$ cat src/rtl/shift_gearbox_pkg.sv
// Shared types for the shift gearbox: the FILL/DRAIN state enum and counter sizing.
package shift_gearbox_pkg;

    typedef enum logic {
        FILL  = 1'b0,
        DRAIN = 1'b1
    } gbState_e;

    // Counters must reach max(NI, NO) without wrapping.
    function automatic int countWidth(input int ni, input int no);
        int m;
        m = (ni > no) ? ni : no;
        return $clog2(m + 1);
    endfunction

endpackage

$ cat src/rtl/shift_gearbox_byte_swap.sv
// Combinational byte reversal of a W-bit word; compiled only when SHIFT_GEARBOX_BSWAP_EN is defined.
`ifdef SHIFT_GEARBOX_BSWAP_EN
module shift_gearbox_byte_swap #(
    parameter int W = 32
) (
    input  logic [W-1:0] data_i,
    output logic [W-1:0] data_o
);

    if ((W % 8) != 0) begin : gBadWidth
        $error("shift_gearbox_byte_swap: W must be a multiple of 8");
    end

    for (genvar i = 0; i < W / 8; i++) begin : gSwap
        assign data_o[8*i +: 8] = data_i[W-8-8*i +: 8];
    end

endmodule
`endif

$ cat src/rtl/shift_gearbox.sv
// Width-converting shift gearbox: fills a DATA_W buffer with IN_W beats, then drains it as OUT_W beats.
// Define SHIFT_GEARBOX_BSWAP_EN to byte-reverse each output word.
module shift_gearbox
    import shift_gearbox_pkg::*;
#(
    parameter int IN_W   = 8,
    parameter int OUT_W  = 32,
    parameter int DATA_W = 640
) (
    input  logic             clock,
    input  logic             reset,
    input  logic             clear,
    input  logic [IN_W-1:0]  in_data,
    input  logic             in_valid,
    output logic             in_ready,
    output logic [OUT_W-1:0] out_data,
    output logic             out_valid,
    input  logic             out_ready,
    output logic             out_last,
    output logic             busy
);

    localparam int NI = DATA_W / IN_W;
    localparam int NO = DATA_W / OUT_W;
    localparam int CW = countWidth(NI, NO);

    if ((DATA_W % IN_W) != 0 || (DATA_W % OUT_W) != 0) begin : gBadWidth
        $error("shift_gearbox: DATA_W must be a multiple of IN_W and of OUT_W");
    end

    gbState_e          state_q, state_d;
    logic [DATA_W-1:0] buf_q, buf_d;
    logic [CW-1:0]     inCount_q, inCount_d;
    logic [CW-1:0]     outCount_q, outCount_d;
    logic [OUT_W-1:0]  outWord;
    logic              lastBeat;

    assign outWord  = buf_q[DATA_W-1 -: OUT_W];
    assign lastBeat = (state_q == DRAIN) && (outCount_q == CW'(NO - 1));

    // Clear masks both handshakes so a coincident transfer is never half-taken.
    assign in_ready  = (state_q == FILL)  && !clear;
    assign out_valid = (state_q == DRAIN) && !clear;
    assign out_last  = lastBeat && !clear;
    assign busy      = (state_q == DRAIN) || (inCount_q != '0);

    always_comb begin
        state_d    = state_q;
        buf_d      = buf_q;
        inCount_d  = inCount_q;
        outCount_d = outCount_q;
        if (clear) begin
            state_d    = FILL;
            buf_d      = '0;
            inCount_d  = '0;
            outCount_d = '0;
        end else begin
            case (state_q)
                FILL: begin
                    if (in_valid) begin
                        buf_d = (buf_q << IN_W) | DATA_W'(in_data);
                        if (inCount_q == CW'(NI - 1)) begin
                            state_d   = DRAIN;
                            inCount_d = '0;
                        end else begin
                            inCount_d = inCount_q + CW'(1);
                        end
                    end
                end
                DRAIN: begin
                    if (out_ready) begin
                        buf_d = buf_q << OUT_W;
                        if (lastBeat) begin
                            state_d    = FILL;
                            outCount_d = '0;
                        end else begin
                            outCount_d = outCount_q + CW'(1);
                        end
                    end
                end
                default: state_d = FILL;
            endcase
        end
    end

    always_ff @(posedge clock or posedge reset) begin
        if (reset) begin
            state_q    <= FILL;
            buf_q      <= '0;
            inCount_q  <= '0;
            outCount_q <= '0;
        end else begin
            state_q    <= state_d;
            buf_q      <= buf_d;
            inCount_q  <= inCount_d;
            outCount_q <= outCount_d;
        end
    end

`ifdef SHIFT_GEARBOX_BSWAP_EN
    shift_gearbox_byte_swap #(
        .W(OUT_W)
    ) u_byte_swap (
        .data_i(outWord),
        .data_o(out_data)
    );
`else
    assign out_data = outWord;
`endif

endmodule

$ cat config.mk
export PLATFORM = sky130hd
export DESIGN_NAME = shift_gearbox
export DESIGN_NICKNAME = d
export VERILOG_FILES = /design/src/rtl/shift_gearbox_pkg.sv /design/src/rtl/shift_gearbox_byte_swap.sv /design/src/rtl/shift_gearbox.sv
export SDC_FILE = /design/constraint.sdc
export NUM_CORES = 2
export LEC_CHECK = 0
export BUFFER_PORTS_ARGS = -buffer_cell sky130_fd_sc_hd__buf_2
export CAP_MARGIN = 20
export CORE_UTILIZATION = 60
export CTS_CLUSTER_SIZE = 24
export DETAILED_ROUTE_END_ITERATION = 10
export GPL_TIMING_DRIVEN = 0
export PLACE_DENSITY_LB_ADDON = 0.25
export SLEW_MARGIN = 20
export SYNTH_ARGS = -nofsm -noshare
export SYNTH_HDL_FRONTEND = slang
export SYNTH_SLANG_ARGS = --single-unit
$ cat constraint.sdc
create_clock -name clock -period 26.3 [get_ports clock]
set_input_delay 2.63 -clock clock [delete_from_list [all_inputs] [get_ports clock]]
set_output_delay 2.63 -clock clock [all_outputs]
set_load 0.1 [all_outputs]
==> results.json <==
{
  "dp_hpwl_microns": 57500,
  "finalWirelength_microns": 80800,
  "drc_errors": 0,
  "fmax_ghz": 0.140,
  "detailroute.via_count": 24700,
  "cts_hold_buf": 0,
  "clk_path_buf_depth": 3,
  "synthesis.area_sq_um": 29300,
  "slew_headroom_pct": 62.0,
  "final_design_area_no_fill_sq_um": 32700,
  "dieArea_sq_um": 49700,
  "status": "completed",
  "drv_slew": 0,
  "cp-start-kind": "input port",
  "rsz0062_at_grt": "false",
  "die_h_microns": 223,
  "ys_types": 38,
  "ff_latch_area_sq_um": 16400,
  "slowest_stage": "buf_2",
  "io-pin-count": 49,
  "cts.sinks": 655,
  "drtPass1Iterations": 7,
  "port_buffers": 46,
  "ys_warn_count": 0,
  "post-route-period-util_pct": 27.1,
  "grt_max_degree": 108,
  "worstHoldPathType": "reg2reg",
  "drtIter0Drc": 3102,
  "nFillCells": 3482,
  "clkLatencyLatePin_ns": 0.62,
  "finalCoreUtilization_pct": 68.1,
  "cts_resized": 0,
  "grt_usage_pct": 32.8,
  "rows": 80,
  "multiInputGateArea_sq_um": 10800,
  "cts-root-buf": "clkbuf_16",
  "cp_common_cell": "buf_2",
  "ant_nets": 0,
  "cp_max_fo": 10,
  "start_util_pct": 61.1,
  "cts_max_level": 3,
  "cts-buffers-inserted": 68,
  "ys.flop_type": "dfrtp_1",
  "placed_area_sq_um": 30500,
  "power.density_nw_per_um2": 63.9,
  "gp_congestion": 0.903,
  "area_growth_pct": 11.6,
  "tightest_slew_ns": 0.569,
  "setup_viol": 0,
  "overflow": 0,
  "diodes": 0,
  "syn_inst": 2973,
  "coreArea_sq_um": 47900,
  "postLayoutSetupSlackWorst_ns": 19.16,
  "wire_per_inst_microns": 21.5,
  "crit_path_max_incr_delay_ns": 0.46,
  "post_cts_buffers": 0,
  "drive_gt1_share_pct": 13.4,
  "async_flop_share_pct": 100,
  "final_hold_viol_count": 0,
  "clock_skew_ns": 0.0178,
  "min_period_ns": 7.14,
  "nets": 3111,
  "cp.arrival_ns": 4.51,
  "cp.required_ns": 23.67,
  "ir_drop_uv": 55.3,
  "synth-seq-area-share_pct": 56.0,
  "synth_edf_count": 0,
  "drv_cap": 0,
  "avgViaCountPerCell": 6.57,
  "grt_pass1_vias": 23900,
  "clkTransAtPathRegs_ns": 0.06,
  "antenna_found_initial": 0,
  "power.leakage_nw": 13.8,
  "grt_first_pass_wirelength_microns": 130000,
  "end_kind": "output port",
  "cp_cell_sequence": "buf_2, nor2_1, buf_2, buf_4, buf_2, buf_2",
  "pre_cts_ws_ns": 19.19,
  "critPathKind": "in2out",
  "setup_tns_ns": 0,
  "synth.net_count": 2989,
  "ys_ff_latch": 655,
  "die_w_microns": 223,
  "cts_tree": "done",
  "synth_area_per_cell_sq_um": 9.85
}
==> placed cells by master, fill, tap and decap left out, drive strengths merged, types with 3 or more instances in the layout <==
| master | instances |
|---|---|
| clkinv | 10 |
| bufinv | 3 |
| a21oi | 9 |
| xnor2 | 3 |
| a22oi | 608 |
| nor2 | 14 |
| nor2b | 5 |
| ha | 3 |
| o21ai | 644 |
| nand2b | 3 |
| nand3 | 5 |
| dfrtp | 655 |
| inv | 7 |
| buf | 266 |
| nor4 | 3 |
| nand2 | 681 |
| clkbuf | 207 |
==> cells in the mapped netlist (2+ instances only) <==
cell type	number	share of area (%)
o21ai_0	190	3.2
buf_12	7	0.48
ha_1	3	0.13
nand2b_1	2	0.043
a21oi_1	8	0.14
nand2_1	681	8.7
clkbuf_2	50	0.85
nor2b_1	5	0.11
buf_1	2	0.026
o21ai_1	454	7.8
nor3_1	2	0.034
mux2i_1	2	0.068
nor2_1	14	0.18
a22oi_1	608	16
inv_1	3	0.038
buf_2	105	1.8
a211oi_1	2	0.051
dfrtp_1	655	56
clkbuf_1	53	0.68
xnor2_1	3	0.090
nand3_1	5	0.085
or3_1	2	0.043
buf_4	37	0.95
nor4_1	3	0.064
buf_6	63	2.4
and3_1	2	0.043
==> power by group <==
part / switching (mW) / leakage (nW) / total (mW) / internal [mW]
clock: 0.404 / 1.10 / 0.968 / 0.563
combinational: 0.0801 / 3.59 / 0.105 / 0.0248
sequential: 0.00355 / 9.14 / 1.01 / 1.01
total: 0.488 / 13.8 / 2.09 / 1.60
==> per-stage QoR <==
stage	hold slack [ns]	total power, mW	instances
3_3_place_gp	0.468	1.13	3634
4_1_cts	0.493	2.09	3761
5_1_grt	0.520	2.14	3761
2_1_floorplan	0.450	1.10	2973
3_5_place_dp	0.480	1.14	3640
6_report	0.489	2.09	3761
==> kinds of logic (layout without fill, tap and decap cells) <==
group           count (synthesis)  after routing  synth area share [%]
compound gates               1266           1266                  26.9
xor+xnor                        4              4                 0.120
fa+ha+maj                       3              3                 0.128
buf+inv                       320            493                  7.24
flops                         655            655                  56.0
mux                             2              2                0.0684
simple gates                  723            723                  9.53
==> worst max-delay path: cells and delay by family <==
family,cells,cell delay [ns]
buffers and inverters,5,1.51
and+or+nand+nor,1,0.35
==> state kept, by name, indices dropped and copies added, names as in the netlist <==
name / count
inCount_q: 7
buf_q: 640
outCount_q: 7
state_q: 1
==> final timing paths <==
path                                         from                     end  slack (ns)  depth (start not counted)
max                                         clear                in_ready       19.16                          6
max in group asynchronous                   reset  buf_q[151]$_DFFE_PP0P_       22.45                          5
min                        buf_q[635]$_DFFE_PP0P_  buf_q[635]$_DFFE_PP0P_        0.49                          2
max reg2reg                     state_q$_DFF_PP0_  buf_q[634]$_DFFE_PP0P_       23.92                          7
min reg2reg                buf_q[635]$_DFFE_PP0P_  buf_q[635]$_DFFE_PP0P_        0.49                          2
min in group asynchronous                   reset  buf_q[537]$_DFFE_PP0P_        2.11                          2
==> area by class of cell <==
cell class	instances	share of cell area [%]
buffer	317	6.46
clock buffer	104	6.21
clock inverter	17	0.582
inverter	3	0.0574
multi-input combinational	1998	33.0
sequential	655	50.2
tap	615	2.36
timing repair buffer	52	1.21
==> layer usage <==
metal | vias to the layer above | global-route usage, % | wire, microns
met5 | - | 0 | 0
met4 | 0 | 10.3 | 2460
met3 | 210 | 5.41 | 6130
met2 | 1158 | 50.9 | 38000
met1 | 12400 | 47.5 | 34200
li1 | 10900 | - | -
(Power assumes the default switching activity.)
